## config.mk

```make
export PLATFORM = sky130hd
export DESIGN_NAME = oled_power_sequencer_flat
export DESIGN_NICKNAME = d
export VERILOG_FILES = /design/src/rtl/oled_power_sequencer_pkg.sv /design/src/rtl/oled_power_sequencer_if.sv /design/src/rtl/oled_power_sequencer_timer.sv /design/src/rtl/oled_power_sequencer.sv /design/src/flat_wrapper.sv
export SDC_FILE = /design/constraint.sdc
export NUM_CORES = 1
export LEC_CHECK = 0
export BUFFER_PORTS_ARGS = -buffer_cell sky130_fd_sc_hd__buf_2
export CORE_MARGIN = 8
export CORE_UTILIZATION = 40
export CTS_CLUSTER_SIZE = 40
export DETAILED_ROUTE_END_ITERATION = 6
export SYNTH_ARGS = -nofsm -noshare
export SYNTH_HDL_FRONTEND = slang
export SYNTH_SLANG_ARGS = --single-unit
```

## constraint.sdc

```tcl
create_clock -name clk -period 4.8 [get_ports clk]
set_input_delay 0.24 -clock clk [delete_from_list [all_inputs] [get_ports clk]]
set_output_delay 0.24 -clock clk [all_outputs]
set_load 0.05 [all_outputs]
```

## src/rtl/oled_power_sequencer_pkg.sv

```systemverilog
// Shared state encoding, command ROM and segment bounds for the SSD1306 power sequencer.
// Defining OLED_SEQ_POWERDOWN_EN adds the power-down states and the trailing display-off byte.
package oled_seq_pkg;

  typedef enum logic [3:0] {
    ST_OFF       = 4'd0,
    ST_VDD_WAIT  = 4'd1,
    ST_SEND0     = 4'd2,
    ST_RES_LOW   = 4'd3,
    ST_RES_HIGH  = 4'd4,
    ST_SEND_PUMP = 4'd5,
    ST_VBAT_WAIT = 4'd6,
    ST_SEND_CFG  = 4'd7,
    ST_READY     = 4'd8
`ifdef OLED_SEQ_POWERDOWN_EN
    ,
    ST_PD_SEND   = 4'd9,
    ST_PD_VBAT   = 4'd10
`endif
  } seq_state_t;

  localparam int unsigned IDX_W = 4;
  typedef logic [IDX_W-1:0] cmd_idx_t;

`ifdef OLED_SEQ_POWERDOWN_EN
  localparam int unsigned CMD_ROM_LEN = 13;
  localparam logic [7:0] CMD_ROM [0:CMD_ROM_LEN-1] = '{
    8'hAE, 8'h8D, 8'h14, 8'hD9, 8'hF1, 8'h81, 8'h0F,
    8'hA1, 8'hC8, 8'hDA, 8'h20, 8'hAF, 8'hAE
  };
`else
  localparam int unsigned CMD_ROM_LEN = 12;
  localparam logic [7:0] CMD_ROM [0:CMD_ROM_LEN-1] = '{
    8'hAE, 8'h8D, 8'h14, 8'hD9, 8'hF1, 8'h81, 8'h0F,
    8'hA1, 8'hC8, 8'hDA, 8'h20, 8'hAF
  };
`endif

  localparam cmd_idx_t SEG0_FIRST = 4'd0;
  localparam cmd_idx_t SEG0_LAST  = 4'd0;
  localparam cmd_idx_t PUMP_FIRST = 4'd1;
  localparam cmd_idx_t PUMP_LAST  = 4'd4;
  localparam cmd_idx_t CFG_FIRST  = 4'd5;
  localparam cmd_idx_t CFG_LAST   = 4'd11;
`ifdef OLED_SEQ_POWERDOWN_EN
  localparam cmd_idx_t PD_FIRST   = 4'd12;
  localparam cmd_idx_t PD_LAST    = 4'd12;
`endif

endpackage

```

## src/rtl/oled_power_sequencer_if.sv

```systemverilog
// Command-byte handshake between the power sequencer and the SPI byte transmitter.
interface oled_power_sequencer_if;
  logic       cmd_valid;
  logic [7:0] cmd_data;
  logic       cmd_ready;
  logic       spi_idle;
  logic       dc;

  modport master (output cmd_valid, cmd_data, dc, input cmd_ready, spi_idle);
  modport slave  (input cmd_valid, cmd_data, dc, output cmd_ready, spi_idle);
endinterface

```

## src/rtl/oled_power_sequencer_timer.sv

```systemverilog
// Loadable down-counter shared by every rail and reset delay; done while the count is zero.
module oled_seq_timer #(
  parameter int unsigned TW = 32
) (
  input  logic          clk,
  input  logic          rst,
  input  logic          load,
  input  logic [TW-1:0] n,
  output logic          done
);
  logic [TW-1:0] cnt_r;

  // Count down to zero and park there until the next load.
  always_ff @(posedge clk) begin
    if (rst) begin
      cnt_r <= '0;
    end else if (load) begin
      cnt_r <= n;
    end else if (cnt_r != '0) begin
      cnt_r <= cnt_r - TW'(1);
    end else begin
      cnt_r <= cnt_r;
    end
  end

  assign done = (cnt_r == '0);
endmodule

```

## src/rtl/oled_power_sequencer.sv

```systemverilog
// SSD1306 power-up (and optional power-down) sequencer driving rails, RES# and command bytes.
// Power-down support is enabled by defining OLED_SEQ_POWERDOWN_EN.
module oled_power_sequencer
  import oled_seq_pkg::*;
#(
  parameter int unsigned T_VDD  = 100_000,
  parameter int unsigned T_RES  = 100_000,
  parameter int unsigned T_VBAT = 10_000_000,
  parameter int unsigned TW     = 32
) (
  input  logic                          clk,
  input  logic                          rst,
  input  logic                          start,
  input  logic                          stop,
  output logic                          ready,
  output logic                          busy,
  output logic                          vdd_en_n,
  output logic                          vbat_en_n,
  output logic                          res_n,
  oled_power_sequencer_if.master        cmd
);
  seq_state_t    state_r;
  cmd_idx_t      idx_r;
  cmd_idx_t      seg_last_s;
  logic          cmd_valid_r;
  logic [7:0]    cmd_data_r;
  logic          in_send_s;
  logic          seg_exit_s;
  logic          tmr_load_s;
  logic          tmr_done_s;
  logic [TW-1:0] tmr_n_s;

  assign cmd.cmd_valid = cmd_valid_r;
  assign cmd.cmd_data  = cmd_data_r;
  assign cmd.dc        = 1'b0;

  // Identify the active send segment and its final ROM index.
  always_comb begin
    in_send_s  = 1'b1;
    seg_last_s = SEG0_LAST;
    case (state_r)
      ST_SEND0:     seg_last_s = SEG0_LAST;
      ST_SEND_PUMP: seg_last_s = PUMP_LAST;
      ST_SEND_CFG:  seg_last_s = CFG_LAST;
`ifdef OLED_SEQ_POWERDOWN_EN
      ST_PD_SEND:   seg_last_s = PD_LAST;
`endif
      default: begin
        in_send_s  = 1'b0;
        seg_last_s = SEG0_LAST;
      end
    endcase
  end

  // A segment is finished once its last byte is gone and the transmitter has drained.
  assign seg_exit_s = in_send_s && !cmd_valid_r && cmd.spi_idle;

  // Reload the timer with T-1 on the very edge that enters a wait state.
  always_comb begin
    tmr_load_s = 1'b0;
    tmr_n_s    = '0;
    case (state_r)
      ST_OFF: begin
        tmr_load_s = start;
        tmr_n_s    = TW'(T_VDD - 32'd1);
      end
      ST_SEND0: begin
        tmr_load_s = seg_exit_s;
        tmr_n_s    = TW'(T_RES - 32'd1);
      end
      ST_RES_LOW: begin
        tmr_load_s = tmr_done_s;
        tmr_n_s    = TW'(T_RES - 32'd1);
      end
      ST_SEND_PUMP: begin
        tmr_load_s = seg_exit_s;
        tmr_n_s    = TW'(T_VBAT - 32'd1);
      end
`ifdef OLED_SEQ_POWERDOWN_EN
      ST_PD_SEND: begin
        tmr_load_s = seg_exit_s;
        tmr_n_s    = TW'(T_VBAT - 32'd1);
      end
`endif
      default: begin
        tmr_load_s = 1'b0;
        tmr_n_s    = '0;
      end
    endcase
  end

  oled_seq_timer #(.TW(TW)) u_timer (
    .clk  (clk),
    .rst  (rst),
    .load (tmr_load_s),
    .n    (tmr_n_s),
    .done (tmr_done_s)
  );

`ifdef OLED_SEQ_POWERDOWN_EN
  logic stop_pend_r;
  logic in_powerup_s;
  assign in_powerup_s = (state_r != ST_OFF) && (state_r != ST_READY) &&
                        (state_r != ST_PD_SEND) && (state_r != ST_PD_VBAT);
`else
  logic unused_stop_s;
  assign unused_stop_s = stop;
`endif

  // Sequencer FSM; every pin and handshake output is registered here.
  always_ff @(posedge clk) begin
    if (rst) begin
      state_r     <= ST_OFF;
      idx_r       <= '0;
      cmd_valid_r <= 1'b0;
      cmd_data_r  <= 8'h00;
      ready       <= 1'b0;
      busy        <= 1'b0;
      vdd_en_n    <= 1'b1;
      vbat_en_n   <= 1'b1;
      res_n       <= 1'b1;
`ifdef OLED_SEQ_POWERDOWN_EN
      stop_pend_r <= 1'b0;
`endif
    end else begin
      // Byte stepping: valid stays up and data stays put until the transmitter takes it.
      if (in_send_s && cmd_valid_r && cmd.cmd_ready) begin
        if (idx_r == seg_last_s) begin
          cmd_valid_r <= 1'b0;
        end else begin
          idx_r      <= idx_r + 4'd1;
          cmd_data_r <= CMD_ROM[idx_r + 4'd1];
        end
      end
`ifdef OLED_SEQ_POWERDOWN_EN
      if (stop && in_powerup_s) begin
        stop_pend_r <= 1'b1;
      end
`endif
      case (state_r)
        ST_OFF: begin
          if (start) begin
            state_r  <= ST_VDD_WAIT;
            vdd_en_n <= 1'b0;
            busy     <= 1'b1;
          end
        end
        ST_VDD_WAIT: begin
          if (tmr_done_s) begin
            state_r     <= ST_SEND0;
            idx_r       <= SEG0_FIRST;
            cmd_data_r  <= CMD_ROM[SEG0_FIRST];
            cmd_valid_r <= 1'b1;
          end
        end
        ST_SEND0: begin
          if (seg_exit_s) begin
            state_r <= ST_RES_LOW;
            res_n   <= 1'b0;
          end
        end
        ST_RES_LOW: begin
          if (tmr_done_s) begin
            state_r <= ST_RES_HIGH;
            res_n   <= 1'b1;
          end
        end
        ST_RES_HIGH: begin
          if (tmr_done_s) begin
            state_r     <= ST_SEND_PUMP;
            idx_r       <= PUMP_FIRST;
            cmd_data_r  <= CMD_ROM[PUMP_FIRST];
            cmd_valid_r <= 1'b1;
          end
        end
        ST_SEND_PUMP: begin
          if (seg_exit_s) begin
            state_r   <= ST_VBAT_WAIT;
            vbat_en_n <= 1'b0;
          end
        end
        ST_VBAT_WAIT: begin
          if (tmr_done_s) begin
            state_r     <= ST_SEND_CFG;
            idx_r       <= CFG_FIRST;
            cmd_data_r  <= CMD_ROM[CFG_FIRST];
            cmd_valid_r <= 1'b1;
          end
        end
        ST_SEND_CFG: begin
          if (seg_exit_s) begin
`ifdef OLED_SEQ_POWERDOWN_EN
            // A stop seen during power-up skips READY and heads straight into power-down.
            if (stop_pend_r || stop) begin
              state_r     <= ST_PD_SEND;
              stop_pend_r <= 1'b0;
              idx_r       <= PD_FIRST;
              cmd_data_r  <= CMD_ROM[PD_FIRST];
              cmd_valid_r <= 1'b1;
            end else begin
              state_r <= ST_READY;
              ready   <= 1'b1;
              busy    <= 1'b0;
            end
`else
            state_r <= ST_READY;
            ready   <= 1'b1;
            busy    <= 1'b0;
`endif
          end
        end
`ifdef OLED_SEQ_POWERDOWN_EN
        ST_READY: begin
          if (stop) begin
            state_r     <= ST_PD_SEND;
            ready       <= 1'b0;
            busy        <= 1'b1;
            idx_r       <= PD_FIRST;
            cmd_data_r  <= CMD_ROM[PD_FIRST];
            cmd_valid_r <= 1'b1;
          end
        end
        ST_PD_SEND: begin
          if (seg_exit_s) begin
            state_r   <= ST_PD_VBAT;
            vbat_en_n <= 1'b1;
          end
        end
        ST_PD_VBAT: begin
          if (tmr_done_s) begin
            state_r  <= ST_OFF;
            vdd_en_n <= 1'b1;
            busy     <= 1'b0;
          end
        end
`else
        ST_READY: state_r <= ST_READY;
`endif
        default: begin
          state_r     <= ST_OFF;
          cmd_valid_r <= 1'b0;
          ready       <= 1'b0;
          busy        <= 1'b0;
          vdd_en_n    <= 1'b1;
          vbat_en_n   <= 1'b1;
          res_n       <= 1'b1;
        end
      endcase
    end
  end
endmodule

```

## src/flat_wrapper.sv

```systemverilog
// flat-port wrapper written by rule: the top's interface ports become plain ports
module oled_power_sequencer_flat import oled_seq_pkg::*;
#(
  parameter int unsigned T_VDD  = 100_000,
  parameter int unsigned T_RES  = 100_000,
  parameter int unsigned T_VBAT = 10_000_000,
  parameter int unsigned TW     = 32
)
  (clk, rst, start, stop, ready, busy, vdd_en_n, vbat_en_n, res_n, cmd_cmd_valid, cmd_cmd_data, cmd_dc, cmd_cmd_ready, cmd_spi_idle);
  oled_power_sequencer_if cmd_i ();
  input  logic clk;
  input  logic rst;
  input  logic start;
  input  logic stop;
  output logic ready;
  output logic busy;
  output logic vdd_en_n;
  output logic vbat_en_n;
  output logic res_n;
  output wire logic [$bits(cmd_i.cmd_valid)-1:0] cmd_cmd_valid;
  output wire logic [$bits(cmd_i.cmd_data)-1:0] cmd_cmd_data;
  output wire logic [$bits(cmd_i.dc)-1:0] cmd_dc;
  input wire logic [$bits(cmd_i.cmd_ready)-1:0] cmd_cmd_ready;
  input wire logic [$bits(cmd_i.spi_idle)-1:0] cmd_spi_idle;
  assign cmd_cmd_valid = cmd_i.cmd_valid;
  assign cmd_cmd_data = cmd_i.cmd_data;
  assign cmd_dc = cmd_i.dc;
  assign cmd_i.cmd_ready = cmd_cmd_ready;
  assign cmd_i.spi_idle = cmd_spi_idle;
  oled_power_sequencer #(.T_VDD(T_VDD), .T_RES(T_RES), .T_VBAT(T_VBAT), .TW(TW)) u_core (.clk(clk), .rst(rst), .start(start), .stop(stop), .ready(ready), .busy(busy), .vdd_en_n(vdd_en_n), .vbat_en_n(vbat_en_n), .res_n(res_n), .cmd(cmd_i));
endmodule
```

==> flow_metrics.env, run 1 <==
export IMPL_final_period_utilization_pct=67.8
export IMPL_multiInputGateArea_sq_mm=0.00207
export IMPL_hold_start="rst"
export IMPL_fin_ws_ps=1550
export IMPL_worstPathMaxFanout=23
export IMPL_detailedPlace_worstSlack_ps=1540
export IMPL_yosys_register_bits=54
export IMPL_sw_frac_of_total_pct=34.4
export IMPL_maxSlewHeadroom_pct=32.5
export IMPL_remaining_drc_errors=0
export IMPL_synth_most_common_cell="dfxtp_1"
export IMPL_hold_viol=0
export IMPL_synth_top_cell_by_area="dfxtp_1"
export IMPL_hold_path_class="in -> reg"
export IMPL_dr_pass1_iters=4
export IMPL_powerDensity_mw_per_mm2=289
export IMPL_num_rows=33
export IMPL_gr_total_overflow=0
export IMPL_synthTopCellsByArea="dfxtp_1 32%, mux2i_1 5.1%, a21oi_1 5.0%, xnor2_1 3.4%, nor2_1 2.7%"
export IMPL_grt_pass1_vias=2767
export IMPL_synth_edff_count=0
export IMPL_worst_pin_slew_ps=998
export IMPL_clock_sinks=54
export IMPL_grt_pass1_wl_mm=13.2
export IMPL_ys_warn_count=0
export IMPL_status="finished, final reports clean"
export IMPL_synthCells=395
export IMPL_grt_use_total_pct=13.7
export IMPL_synth_fp_nets=407
export IMPL_cts_hold_buf=0
export IMPL_cts_root_buf="clkbuf_8"
export IMPL_async_flop_share_pct=0
export IMPL_syn_to_final_growth_pct=5.22
export IMPL_htree_levels=2
export IMPL_regArea_sq_mm=0.00108
export IMPL_clkPwrFrac_pct=24.6
export IMPL_whs_path_depth=2
export IMPL_cp_required_ps=4970
export IMPL_die_y_um=107
export IMPL_io_buffers=18
export IMPL_hpwl_mm=5.51
export IMPL_grt_max_degree=36
export IMPL_postCtsResizedCells=0
export IMPL_wl_per_cell_um=15.7
export IMPL_finClkSkew_ps=11.4
export IMPL_avgSynthCellArea_sq_um=8.44
export IMPL_max_freq_ghz=0.307
export IMPL_vdd_drop_max_mv=0.171
export IMPL_r2r_slack_ps=1550
export IMPL_final_layout_size_suffix_gt1_share_pct=11.7
export IMPL_comb_power_share_pct=25.1
export IMPL_start_util_pct=41.0
export IMPL_power_internal_uw=664
export IMPL_die_w_um=107
export IMPL_start_kind="flop"
export IMPL_worstHoldEndpoint="u_core.state_r[3]$_SDFFE_PP0P_"
export IMPL_crit_type="reg -> reg"
export IMPL_ys_types=67
export IMPL_reg2reg_depth=8
export IMPL_p_leak_uw=0.00122
export IMPL_path_clk_slew_ps=100
export IMPL_nNetsFinal=404
export IMPL_power_frac_seq_pct=50.4
export IMPL_cts_made_buffers=5
export IMPL_first_iter_violations=188
export IMPL_seq_area_frac_synth_pct=32.4
export IMPL_min_period_ps=3250
export IMPL_fp_coreArea_sq_mm=0.00813
export IMPL_rsz0062_at_grt="false"
export IMPL_wl_mm=7.82
export IMPL_synth_area_sq_mm=0.00333
export IMPL_clk_latency_ps=310
export IMPL_dominantRegCellSynth="dfxtp_1"
export IMPL_antenna_found_initial=0
export IMPL_dr_total_vias=2956
export IMPL_reg2reg_to="u_core.u_timer.cnt_r[0]$_SDFFE_PP0P_"
export IMPL_p_sw_uw=349
export IMPL_ios=21
export IMPL_ant_nets=0
export IMPL_fillers=823
export IMPL_gp_congestion=0.858
export IMPL_r2r_start="u_core.u_timer.cnt_r[0]$_SDFFE_PP0P_"
export IMPL_tns_ps=0
export IMPL_final_max_slew_violation_count=0
export IMPL_dieArea_sq_mm=0.0115
export IMPL_cts_tree="yes"
export IMPL_cap_violations=0
export IMPL_viasPerCell=5.95
export IMPL_cts_max_path_buffers=2
export IMPL_synth_common_cells="54 x dfxtp_1, 33 x a21oi_1, 24 x nor2_1, 20 x nand2_1, 19 x clkbuf_1"
export IMPL_synth_top_area_share_pct=32.4
export IMPL_cp_arrival_ps=3420
export IMPL_diodes=0
export IMPL_critPathCaptureType="flop"
export IMPL_setup_violations=0
export IMPL_postCtsSetupBuffers=0
registers in the layout, indices dropped and copies added, names as in the netlist:
register and flops:
u_core.state_r 4, u_core.vbat_en_n 1, u_core.ready 1, u_core.vdd_en_n 1, u_core.cmd.cmd_valid 1, u_core.u_timer.cnt_r 32
u_core.idx_r 4, u_core.busy 1, u_core.cmd.cmd_data 8, u_core.res_n 1
layout make-up:
class | count | area share, %
Multi-Input combinational cell | 301 | 59.0
Sequential cell | 54 | 30.8
Tap cell | 105 | 3.75
Timing Repair Buffer | 21 | 3.21
Clock buffer | 6 | 2.07
Inverter | 9 | 0.963
Clock inverter | 1 | 0.214
placed cells by master, fill, tap and decap left out, types with 6 or more instances in the layout:
cell        n
xnor2_1    13
mux2i_1    17
xor2_1      6
nand3b_1   11
a31oi_1     8
nand2_1    20
nand3_1    16
nor2_1     24
or4_1       8
nor4_1      9
a21oi_1    33
a2111oi_0   8
ha_1        6
o21ai_0    15
or3_1       9
nor3_1     16
buf_2      18
nand2b_1    6
inv_1       9
dfxtp_1    54
layer usage:
metal	GRT usage (%)	routed length, um	up-vias
met1	18.7	3880	1413
met5	0	0	-
met3	2.75	317	11
met2	21.0	3530	51
li1	-	-	1481
met4	4.72	90	0
critical path, cell delays in order, from the launching register on:
cell and delay (ps):
dfxtp_1 330, inv_1 80, ha_1 210, or4b_1 620
or4_4 580, nor3_4 780, buf_4 300, xnor2_1 130
a21oi_1 80
worst max-delay path by stage:
| stage | start | to | slack (ps) | cells after the start |
|---|---|---|---|---|
| floorplan | u_core.u_timer.cnt_r[0]$_SDFFE_PP0P_ | u_core.u_timer.cnt_r[28]$_SDFFE_PP0P_ | 2220 | 9 |
| CTS | u_core.u_timer.cnt_r[0]$_SDFFE_PP0P_ | u_core.u_timer.cnt_r[0]$_SDFFE_PP0P_ | 1520 | 8 |
| detailed placement | u_core.u_timer.cnt_r[0]$_SDFFE_PP0P_ | u_core.u_timer.cnt_r[0]$_SDFFE_PP0P_ | 1540 | 8 |
| global route | u_core.u_timer.cnt_r[0]$_SDFFE_PP0P_ | u_core.u_timer.cnt_r[0]$_SDFFE_PP0P_ | 1350 | 8 |
| finish | u_core.u_timer.cnt_r[0]$_SDFFE_PP0P_ | u_core.u_timer.cnt_r[0]$_SDFFE_PP0P_ | 1550 | 8 |
| global placement | u_core.u_timer.cnt_r[0]$_SDFFE_PP0P_ | u_core.u_timer.cnt_r[0]$_SDFFE_PP0P_ | 1590 | 8 |
power by group through the flow:
stage               Clock, uW  Sequential [uW]  Combinational, uW
CTS                       259              509                254
global route              279              515                283
detailed placement          0              519                253
finish                    249              510                254
floorplan                   0              517                210
global placement            0              518                249
cell families after synthesis:
| group | count (synthesis) | share of synthesized area (%) |
|---|---|---|
| adder cells (fa/ha/maj) | 7 | 2.55 |
| AND/OR/NAND/NOR | 151 | 27.3 |
| flip-flops | 54 | 32.4 |
| XOR/XNOR | 19 | 4.99 |
| AO/OA/AOI/OAI | 104 | 21.3 |
| buffers and inverters | 40 | 5.52 |
| multiplexers | 19 | 5.78 |
| other | 1 | 0.113 |
stage by stage:
step / instance area (sq um) / power (uW) / instances / utilization, % / hold WS [ps]
after floorplan: 3330 / 727 / 395 / - / 453
after global placement: 3430 / 767 / 490 / 42.1 / 443
after detailed placement: 3430 / 772 / 490 / 42.1 / 452
after CTS: 3510 / 1020 / 497 / 43.1 / 439
after global routing: 3510 / 1080 / 497 / 43.1 / 464
final: 3510 / 1010 / 497 / 43.1 / 450
(Power assumes the default switching activity.)
==> inputs of run 2 (changes only) <==
Clock period 4.8 ns to 2.7 ns, I/O delays scaled along.
==> run 2 against run 1 <==
Against the previous run: worst hold slack lost 89 ps; combinational power is 110% higher; utilization grew 2.9 points; clock power up 120%; routed wire length is 4.9% higher; critical path depth stayed put; power is 96% higher; die area stayed put; maximum frequency is 27% higher; first-iteration DRC count down 18%; worst setup slack got worse by 1400 ps; clock-buffer cell count is the same; largest cell class unchanged.
==> flow_metrics.env, run 2 (same netlist as run 1, synthesis figures left out) <==
export IMPL_status="finished, final reports clean"
export IMPL_htree_levels=2
export IMPL_hpwl_mm=5.73
export IMPL_maxSlewHeadroom_pct=52.5
export IMPL_die_w_um=107
export IMPL_die_y_um=107
export IMPL_max_freq_ghz=0.390
export IMPL_p_leak_uw=0.00136
export IMPL_final_common_cell="dfxtp_1"
export IMPL_comb_power_share_pct=26.8
export IMPL_diodes=0
export IMPL_cp_arrival_ps=2720
export IMPL_grt_pass1_wl_mm=13.7
export IMPL_cts_root_buf="clkbuf_8"
export IMPL_gp_congestion=0.819
export IMPL_dieArea_sq_mm=0.0115
export IMPL_grt_pass1_vias=2772
export IMPL_wl_per_cell_um=15.7
export IMPL_start_util_pct=41.0
export IMPL_mostFrequentLayoutCells="54 x dfxtp_1, 33 x a21oi_1, 26 x buf_4"
export IMPL_io_buffers=18
export IMPL_tns_ps=0
export IMPL_num_rows=33
export IMPL_wl_mm=8.21
export IMPL_clkPwrFrac_pct=27.7
export IMPL_nNetsFinal=428
export IMPL_rsz0062_at_grt="false"
export IMPL_p_sw_uw=650
export IMPL_worstPathMaxFanout=18
export IMPL_worst_pin_slew_ps=712
export IMPL_final_layout_size_suffix_gt1_share_pct=18.2
export IMPL_cts_hold_buf=0
export IMPL_sw_frac_of_total_pct=32.7
export IMPL_first_iter_violations=155
export IMPL_cts_made_buffers=5
export IMPL_critPathCaptureType="flop"
export IMPL_largest_register_ffs=32
export IMPL_grt_use_total_pct=14.4
export IMPL_hold_slack_ps=360
export IMPL_vdd_drop_max_mv=0.275
export IMPL_dr_total_vias=2966
export IMPL_clk_latency_ps=310
export IMPL_power_internal_uw=1340
export IMPL_final_period_utilization_pct=95.0
export IMPL_largest_register="u_core.u_timer.cnt_r"
export IMPL_finClkSkew_ps=10.8
export IMPL_syn_to_final_growth_pct=12.3
export IMPL_viasPerCell=5.68
export IMPL_hold_viol=0
export IMPL_crit_type="reg -> reg"
export IMPL_clock_sinks=54
export IMPL_fp_coreArea_sq_mm=0.00813
export IMPL_cap_violations=0
export IMPL_grt_max_degree=36
export IMPL_cp_required_ps=2860
export IMPL_power_frac_seq_pct=45.4
export IMPL_hold_path_class="in -> reg"
export IMPL_antenna_found_initial=0
export IMPL_cts_max_path_buffers=2
export IMPL_setup_violations=0
export IMPL_power_uw=1990
export IMPL_ios=21
export IMPL_min_period_ps=2560
export IMPL_gr_total_overflow=0
export IMPL_final_max_slew_violation_count=0
export IMPL_ant_nets=0
export IMPL_start_kind="flop"
export IMPL_dr_pass1_iters=6
export IMPL_path_clk_slew_ps=100
export IMPL_cts_tree="yes"
export IMPL_remaining_drc_errors=0
export IMPL_powerDensity_mw_per_mm2=531
==> run 2: changes by cell type in the layout (fill, tap and decap cells not counted), sizes merged <==
cell    change
buf        +23
bufinv      +1
clkbuf      +1
==> run 2: power groups by stage <==
stage | Clock (uW) | Sequential [uW] | Combinational [uW]
global placement | 0 | 916 | 501
finish | 551 | 903 | 533
global route | 604 | 911 | 591
CTS | 568 | 901 | 512
detailed placement | 0 | 918 | 510
floorplan | 0 | 919 | 373
==> run 2: area by class of cell <==
cell class | count | area [sq um]
repair buffers | 45 | 293
clock inverters | 2 | 37.5
flip-flops and latches | 54 | 1080
fillers | 787 | 4390
multi-input cells | 301 | 2090
clock buffers | 6 | 72.6
inverters | 9 | 33.8
well taps | 105 | 131
==> run 2: worst max-delay path, cell delays in order, from the launching register on <==
cell and delay [ps]:
dfxtp_1 330, inv_1 110, ha_4 160, or4b_4 460
or4_4 570, nor3_4 220, buf_4 240, and2_1 230
a2111oi_0 90
==> run 2: routing by layer <==
layer	part of all wire, %	vias up	global-route usage (%)
met5	0	-	0
met4	0.76	0	3.22
met3	4.3	7	2.40
met2	46	59	23.6
met1	49	1374	19.3
li1	-	1526	-
==> run 2: final timing paths <==
check,startpoint,to,slack (ps),cells past startpoint
hold / removal,rst,u_core.state_r[3]$_SDFFE_PP0P_,360,2
setup reg to reg,u_core.u_timer.cnt_r[1]$_SDFFE_PP0P_,u_core.u_timer.cnt_r[19]$_SDFFE_PP0P_,140,8
hold reg to reg,u_core.vbat_en_n$_SDFFE_PP1P_,u_core.vbat_en_n$_SDFFE_PP1P_,470,2
setup / recovery,u_core.u_timer.cnt_r[1]$_SDFFE_PP0P_,u_core.u_timer.cnt_r[19]$_SDFFE_PP0P_,140,8
==> run 2: what timing repair did <==
item                       CTS  global route
resized for setup            0             8
setup endpoints to repair    0            17
setup buffers                0             3
==> run 2: through the flow <==
step	instance area, sq um	cells	util, %	worst slack (ps)
floorplan	3330	395	-	116
global placement	3580	511	44.1	111
detailed placement	3580	511	44.1	119
CTS	3690	519	45.4	87.0
global route	3740	522	46.0	2.56
finish	3740	522	46.0	135
